<file path="src/rtl/acc_add_pkg.sv">
// Shared definitions for the accumulate-on-keypress stage.
// Holds the default operand/accumulator widths, the FSM state type, and
// small helpers used by the top level. Import with: import acc_add_pkg::*;
package acc_add_pkg;

  // Default widths: 4-bit operand from the switches, 8-bit accumulator.
  localparam int OP_W_DEF  = 4;
  localparam int ACC_W_DEF = 8;

  // Controller states.
  //   ST_IDLE     : waiting for an add press
  //   ST_ADD      : single cycle in which the operand is accumulated
  //   ST_WAIT_REL : waiting for the add button to be released
  typedef enum logic [1:0] {
    ST_IDLE     = 2'd0,
    ST_ADD      = 2'd1,
    ST_WAIT_REL = 2'd2
  } state_t;

  // The stage is busy whenever the controller has left IDLE.
  function automatic logic state_is_busy(input state_t s);
    return (s != ST_IDLE);
  endfunction

endpackage : acc_add_pkg

</file>
<file path="src/rtl/btn_sync_edge.sv">
// Pushbutton conditioner: two-flop synchronizer followed by a third flop for
// falling-edge (press) detection on an active-low button.
//
// Reset loads every flop with the released level, so reset itself never
// produces a press. A button that is already held when reset is released
// must not register as a press either: the o_press output is gated by an
// "armed" flag that is only set once the synchronized level, sampled from
// the real pin (not the reset value), has been seen released.
module btn_sync_edge (
  input  logic i_clk,
  input  logic i_rst_n,
  input  logic i_btn_n,
  output logic o_level_n,
  output logic o_press
);

  logic       r_sync1;
  logic       r_sync2;
  logic       r_prev;
  logic [1:0] r_fill;
  logic       r_armed;
  logic       w_level_real;

  // Synchronizer and edge-detect shift chain; released level is 1.
  always_ff @(posedge i_clk or negedge i_rst_n) begin
    if (!i_rst_n) begin
      r_sync1 <= 1'b1;
      r_sync2 <= 1'b1;
      r_prev  <= 1'b1;
    end else begin
      r_sync1 <= i_btn_n;
      r_sync2 <= r_sync1;
      r_prev  <= r_sync2;
    end
  end

  // Track how many edges since reset; after two, r_sync2 carries a real pin sample.
  always_ff @(posedge i_clk or negedge i_rst_n) begin
    if (!i_rst_n) begin
      r_fill <= 2'b00;
    end else begin
      r_fill <= {r_fill[0], 1'b1};
    end
  end

  assign w_level_real = r_fill[1];

  // Arm press detection once a genuine released level has been observed.
  always_ff @(posedge i_clk or negedge i_rst_n) begin
    if (!i_rst_n) begin
      r_armed <= 1'b0;
    end else if (w_level_real && r_sync2) begin
      r_armed <= 1'b1;
    end
  end

  assign o_level_n = r_sync2;
  // Press: synchronized level now asserted (low) while it was released one cycle ago.
  assign o_press   = r_armed & ~r_sync2 & r_prev;

endmodule : btn_sync_edge

</file>
<file path="src/rtl/acc_add_stage.sv">
// Accumulate-on-keypress stage.
//
// Each accepted press of KEY_ADD_N adds the zero-extended SW operand to the
// registered accumulator (LEDR). CARRY is a sticky flag set whenever an
// addition overflows ACC_W bits; only a clear press or reset clears it.
// Holding the add button yields exactly one addition: the controller waits
// in ST_WAIT_REL until the synchronized button is released.
//
// Handshake: there is no valid/ready pair here; a "press" is a one-cycle
// pulse from btn_sync_edge, consumed in the cycle it is high and otherwise
// dropped (presses arriving outside ST_IDLE are ignored by design).
//
// Clear has priority: a clear pulse zeroes LEDR and CARRY at the next edge
// in any state. If the clear pulse coincides with the add press that starts
// a transaction, the controller still walks ADD -> WAIT_REL but the pending
// addition is cancelled (r_kill), so the clear is not undone one cycle later.
//
// Build option: define ACC_SATURATE_EN to clamp LEDR to all-ones on overflow
// instead of wrapping modulo 2^ACC_W. CARRY behaves identically either way.
//
// ACC_W must be at least OP_W+1.
module acc_add_stage
  import acc_add_pkg::*;
#(
  parameter int OP_W  = OP_W_DEF,
  parameter int ACC_W = ACC_W_DEF
) (
  input  logic             CLOCK_50,
  input  logic             RESET_N,
  input  logic             KEY_ADD_N,
  input  logic             KEY_CLR_N,
  input  logic [OP_W-1:0]  SW,
  output logic [ACC_W-1:0] LEDR,
  output logic             CARRY,
  output logic             BUSY,
  output state_t           o_dbg_state
);

  // Button conditioning outputs.
  logic w_add_level_n;
  logic w_add_press;
  logic w_clr_level_n;
  logic w_clr_press;

  // Controller state.
  state_t r_state;
  state_t w_next_state;

  // Datapath.
  logic [ACC_W-1:0] r_acc;
  logic             r_carry;
  logic             r_kill;
  logic [ACC_W:0]   w_sum;
  logic [ACC_W-1:0] w_acc_next;
  logic             w_add_en;

  btn_sync_edge u_add_btn (
    .i_clk     (CLOCK_50),
    .i_rst_n   (RESET_N),
    .i_btn_n   (KEY_ADD_N),
    .o_level_n (w_add_level_n),
    .o_press   (w_add_press)
  );

  btn_sync_edge u_clr_btn (
    .i_clk     (CLOCK_50),
    .i_rst_n   (RESET_N),
    .i_btn_n   (KEY_CLR_N),
    .o_level_n (w_clr_level_n),
    .o_press   (w_clr_press)
  );

  // State register.
  always_ff @(posedge CLOCK_50 or negedge RESET_N) begin
    if (!RESET_N) begin
      r_state <= ST_IDLE;
    end else begin
      r_state <= w_next_state;
    end
  end

  // Next-state logic: one ADD cycle per press, then hold until release.
  always_comb begin
    w_next_state = r_state;
    case (r_state)
      ST_IDLE: begin
        if (w_add_press) begin
          w_next_state = ST_ADD;
        end
      end
      ST_ADD: begin
        w_next_state = ST_WAIT_REL;
      end
      ST_WAIT_REL: begin
        if (w_add_level_n) begin
          w_next_state = ST_IDLE;
        end
      end
      default: begin
        w_next_state = ST_IDLE;
      end
    endcase
  end

  // Output decode from the current state.
  always_comb begin
    BUSY        = state_is_busy(r_state);
    o_dbg_state = r_state;
  end

  // Adder: one guard bit above the accumulator captures overflow.
  always_comb begin
    w_sum = (ACC_W+1)'(r_acc) + (ACC_W+1)'(SW);
`ifdef ACC_SATURATE_EN
    w_acc_next = w_sum[ACC_W] ? {ACC_W{1'b1}} : w_sum[ACC_W-1:0];
`else
    w_acc_next = w_sum[ACC_W-1:0];
`endif
    w_add_en = (r_state == ST_ADD) && !r_kill;
  end

  // Remember a clear that arrived together with the press that starts a transaction.
  always_ff @(posedge CLOCK_50 or negedge RESET_N) begin
    if (!RESET_N) begin
      r_kill <= 1'b0;
    end else begin
      r_kill <= w_clr_press && w_add_press && (r_state == ST_IDLE);
    end
  end

  // Accumulator and sticky carry; clear wins over any addition.
  always_ff @(posedge CLOCK_50 or negedge RESET_N) begin
    if (!RESET_N) begin
      r_acc   <= '0;
      r_carry <= 1'b0;
    end else if (w_clr_press) begin
      r_acc   <= '0;
      r_carry <= 1'b0;
    end else if (w_add_en) begin
      r_acc <= w_acc_next;
      if (w_sum[ACC_W]) begin
        r_carry <= 1'b1;
      end
    end
  end

  assign LEDR  = r_acc;
  assign CARRY = r_carry;

  // The clear button level is only needed as a press; keep it observable-free.
  logic w_unused;
  assign w_unused = w_clr_level_n;

endmodule : acc_add_stage

</file>
<file path="config.mk">
export PLATFORM = sky130hd
export DESIGN_NAME = acc_add_stage
export DESIGN_NICKNAME = d
export VERILOG_FILES = /design/src/rtl/acc_add_pkg.sv /design/src/rtl/btn_sync_edge.sv /design/src/rtl/acc_add_stage.sv
export SDC_FILE = /design/constraint.sdc
export NUM_CORES = 1
export LEC_CHECK = 0
export BUFFER_PORTS_ARGS = -buffer_cell sky130_fd_sc_hd__buf_2
export CAP_MARGIN = 5
export CORE_MARGIN = 2
export CORE_UTILIZATION = 50
export DETAILED_ROUTE_END_ITERATION = 7
export PLACE_DENSITY = 0.74
export SLEW_MARGIN = 20
export SYNTH_ARGS = -nofsm -noshare
export SYNTH_HDL_FRONTEND = slang
export SYNTH_SLANG_ARGS = --single-unit
</file>
<file path="constraint.sdc">
create_clock -name CLOCK_50 -period 5.2 [get_ports CLOCK_50]
set_input_delay 0.26 -clock CLOCK_50 [delete_from_list [all_inputs] [get_ports CLOCK_50]]
set_output_delay 0.26 -clock CLOCK_50 [all_outputs]
set_load 0.1 [all_outputs]
</file>
# Word level (Yosys, flattened, before mapping)
# Cells that the tools add are included.
# W data, S select, Z words.
dict set report totals {
  inputBits 8
  register_bits 24
  out_inout_bits 12
}
dict set report op_classes {
  n_eq_ne 4
  muxes 8
  bitwise_logic 6
  addsub 1
  reduce_logical 12
}
# op n
set ops {}
lappend ops {{$mux W8} 2}
lappend ops {{$add A8 B4 Y9} 1}
lappend ops {{$pmux W2 S3} 1}
lappend ops {{$reduce_bool A2 Y1} 3}
lappend ops {{$logic_and A1 B1 Y1} 5}
lappend ops {{$and A1 B1 Y1} 4}
lappend ops {{$mux W2} 2}
lappend ops {{$reduce_and A2 Y1} 2}
lappend ops {{$mux W1} 3}
lappend ops {{$eq A2 B1 Y1 const B} 1}
lappend ops {{$eq A2 B2 Y1 const B} 1}
lappend ops {{$logic_not A2 Y1} 1}
lappend ops {{$ne A2 B1 Y1 const B} 1}
lappend ops {{$ne A2 B2 Y1 const B} 1}
lappend ops {{$not A1 Y1} 2}
lappend ops {{$logic_not A1 Y1} 1}

# Longest topological paths before layout
dict set report depth {
  depth_word 5
  depth_mapped 6
  ltp_nobuf 6
}

# By module
# Synthesis repeated with hierarchy kept, for this count alone.
dict set report hier_totals {
  cells_unflattened 83
  hier_area_um2 1009.7
}
# mod area_each_um2 n_inst cells_each seq_area_each_um2
set by_module_without_submodules {}
lappend by_module_without_submodules {acc_add_stage 659.4 1 65 300.3}
lappend by_module_without_submodules {btn_sync_edge 175.2 2 9 153.9}

# Least setup slack after synthesis
# No wires, ideal clock.
dict set report synth_path {
  kind {register -> register}
  from {register r_acc[0], in the netlist LEDR[0]}
  to {register r_acc[6], in the netlist LEDR[6]}
  slack_ns 2.950
  t_arrival_ns 2.172
  required_time_ns 5.122
  path_stages_with_launch 7
  path_cell_list {dfrtp_1 > ha_1 > fa_1 > a21o_1 > a21oi_1 > o21ai_0 > a21oi_1}
}
dict set report synth_between {
  elab_chain_cells 3
}
# element line
set synth_rtl {}
lappend synth_rtl {{start: declaration} acc_add_stage.sv:50} ;# logic [ACC_W-1:0] r_acc;
lappend synth_rtl {{start signal: assignment} acc_add_stage.sv:140} ;# r_acc <= w_acc_next;
lappend synth_rtl {{$add A8 B4 Y9} acc_add_stage.sv:113} ;# w_sum = (ACC_W+1)'(r_acc) + (ACC_W+1)'(SW);
lappend synth_rtl {{$mux W8} acc_add_stage.sv:139} ;# end else if (w_add_en) begin
lappend synth_rtl {{$mux W8} acc_add_stage.sv:136} ;# end else if (w_clr_press) begin
# No other way between the ends. The select of a mux whose other input is x is not followed.
# A chain may end at the register's enable or synchronous reset.

# Worst setup path in the final report
# Ends and elaborated chain as after synthesis.

==> flow_summary.yaml <==
drt:
  ant_nets: 0
  num_vias: 673
  wl_per_cell_um: 13.1
  route.detailed.drc: 0
  viasPerCell: 5.38
  dr.pass1.iters: 4
  drt-total-wl_mm: 1.64
  drt_iter0_markers: 19
sta:
  rsz0062_at_grt: "no"
  fmax_mhz: 545
  hold-worst-slack_ns: 0.0423
  skew_ns: 0.00283
  setup_violations: 0
  fin_crit_ns: 1.84
  finalSetupTns_ns: 0
  hold_violations: 0
  drv_slew: 0
  post-route-period-util_pct: 35.3
cells_and_area:
  final_nets: 114
  fin_cells: 125
  syn_to_final_growth_pct: 17.2
  n_antenna_cell: 0
  fin_util_pct: 63.3
  nFillCells: 170
  drive_above_1_share_pct: 32.0
grt:
  grt_pass1_vias: 598
  grt_use_total_pct: 16.2
  grt_overflow: 0
  grt_pass1_wl_mm: 2.47
  antenna_found_initial: 0
  grt_max_degree: 23
clock_tree:
  clkTransAtPathRegs_ns: 0.12
  cts_num_sinks: 22
  root_buffer: "clkbuf_4"
  clock_tree.buffer_depth: 2
  clock_latency_ns: 0.30
  ctsResizeCount: 0
  numCtsBuffers: 3
  cts_tree: "built"
  cts_max_level: 1
critical_path:
  startpoint_type: "register"
  crit_path_frequent_cell: "a21oi_1"
  crit_fanout: 4
  required_ns: 5.43
  cp_cell_sequence: "ha_1 -> fa_1 -> a21o_1 -> a21oi_1 -> o21ai_0 -> a21oi_1"
  cp-startpoint: "LEDR[0]"
  criticalPathCategory: "register to register"
  worstPathArrival_ns: 2.07
  crit_family: "compound AO/OA/AOI/OAI gates"
  critPathBufInv: 0
  slowest_delay_ns: 0.41
  r2r_start: "LEDR[0]"
  crit_path_top_delay_cell: "dfrtp_1"
  cp-end-kind: "register"
synthesis:
  synth_seq_cells: 22
  synth.most_common_cell: "dfrtp_1"
  synth_common_cells: "16 x dfrtp_1, 7 x nor2_1, 6 x a21o_1, 6 x dfstp_2"
  syn_inst: 78
  synth_top_area_share_pct: 42.0
  syn_area_um2: 952
  yosys_most_used_dff: "dfrtp_1"
  synth_top_area_cell: "dfrtp_1"
  ys_top_cells_by_area: "dfrtp_1 42%, dfstp_2 17%, ha_1 5.3%"
  synth_enable_flop_cells: 0
  avgSynthCellArea_um2: 12.2
  yosys_warnings: 0
  synth_nets: 91
  ys_async_sr_fraction_pct: 100
  ys_seq_area_share_pct: 58.6
  yosysUniqueCellTypes: 30
pwr:
  static-leakage-power_nw: 0.567
  p_per_area_nw_per_um2: 411
  peakVddDrop_v: 0.000235
place:
  hpwlAfterDp_mm: 1.21
  io_buffers: 19
  gp_congestion: 0.778
  post-place-cells: 120
die:
  die_area_um2: 2270
  start_util_pct: 54.0
  die_y_um: 47.6
  num_rows: 15
  io_pins: 20
  die_x_um: 47.6
  core_um2: 1760
min_path:
  hold_path.class: "primary input to register"
  holdCritStartpoint: "KEY_ADD_N"
run_status:
  outcome: "complete, no violations"
run:
  maxCapViolations: 0
==> layout by cell type (no fill, tap or decap), types with 2 or more instances in the layout <==
| cell type | synthesis | layout |
|---|---|---|
| o21ai_0 | 4 | 4 |
| nor2_1 | 7 | 7 |
| a211oi_1 | 3 | 3 |
| a21o_1 | 6 | 6 |
| nand3_1 | 4 | 4 |
| dfrtp_1 | 16 | 16 |
| ha_1 | 4 | 4 |
| buf_2 | 1 | 19 |
| mux2i_1 | 2 | 2 |
| a21oi_1 | 4 | 4 |
| or3_1 | 2 | 2 |
| a31oi_1 | 2 | 2 |
| dfstp_2 | 6 | 6 |
| clkbuf_4 | 0 | 3 |
==> report_power, final <==
part	switching [mW]	total (mW)	internal (mW)
clock	0.0488	0.0915	0.0427
sequential	0.0127	0.199	0.187
combinational	0.129	0.168	0.0385
==> repair_timing <==
action                    4_1_cts  5_1_grt
hold endpoints to repair       16        0
hold buffers                    1        0
setup buffers                   0        0
==> layout make-up <==
class / count / area (um^2) / area share, %
sequential: 22 / 558 / 50.0
tap: 25 / 31.3 / 2.80
timing repair buffer: 20 / 105 / 9.42
inverter: 1 / 3.75 / 0.336
multi-input combinational: 53 / 382 / 34.2
clock buffer: 4 / 36.3 / 3.25
==> final timing paths <==
check                                       to  slack, ns  cells after the start
setup / recovery                       LEDR[6]       3.36                      6
min in group asynchronous  u_clr_btn.r_fill[0]       0.43                      2
hold / removal               u_add_btn.r_sync1       0.04                      1
setup reg to reg                       LEDR[6]       3.36                      6
hold reg to reg            u_add_btn.r_fill[1]       0.36                      0
max in group asynchronous     u_clr_btn.r_prev       4.43                      2
==> registers in the layout (all words and copies together), names as in the netlist <==
| register | cells |
|---|---|
| u_add_btn.r_fill | 1 |
| o_dbg_state | 2 |
| u_add_btn.r_armed | 1 |
| u_clr_btn.r_fill | 1 |
| u_clr_btn.r_prev | 1 |
| u_clr_btn.o_level_n | 1 |
| LEDR | 8 |
| u_add_btn.r_sync1 | 1 |
| r_kill | 1 |
| u_clr_btn.r_armed | 1 |
| u_add_btn.o_level_n | 1 |
| u_add_btn.r_prev | 1 |
| u_clr_btn.r_sync1 | 1 |
| CARRY | 1 |
==> logic make-up (layout without fill, tap and decap cells) <==
group / count (synthesis) / after routing / share of synthesized area [%]
AOI/OAI and AO/OA: 22 / 22 / 15.2
muxes: 3 / 3 / 3.29
and+or+nand+nor: 21 / 21 / 12.9
buffers and inverters: 3 / 25 / 1.31
adders and majority gates: 5 / 5 / 7.36
DFF: 22 / 22 / 58.6
other: 1 / 1 / 0.394
xor gates and xnor gates: 1 / 1 / 0.920
==> per-layer routing <==
metal  up-vias  track usage [%]  share of wire [%]
li1        323                -                  -
met1       331             19.5                 46
met2        15             27.6                 48
met3         4             2.26                3.8
met4         0             9.73                2.5
met5         -                0                  0
==> through the flow <==
stage                     worst slack, ns  cell area (um^2)  total power [mW]
after floorplan                      2.95               952             0.339
after global placement               3.47              1070             0.366
after detailed placement             3.39              1070             0.370
after CTS                            3.39              1120             0.464
after global routing                 3.27              1120             0.482
final                                3.36              1120             0.459
Note: power is estimated with default switching activity, not from simulation.
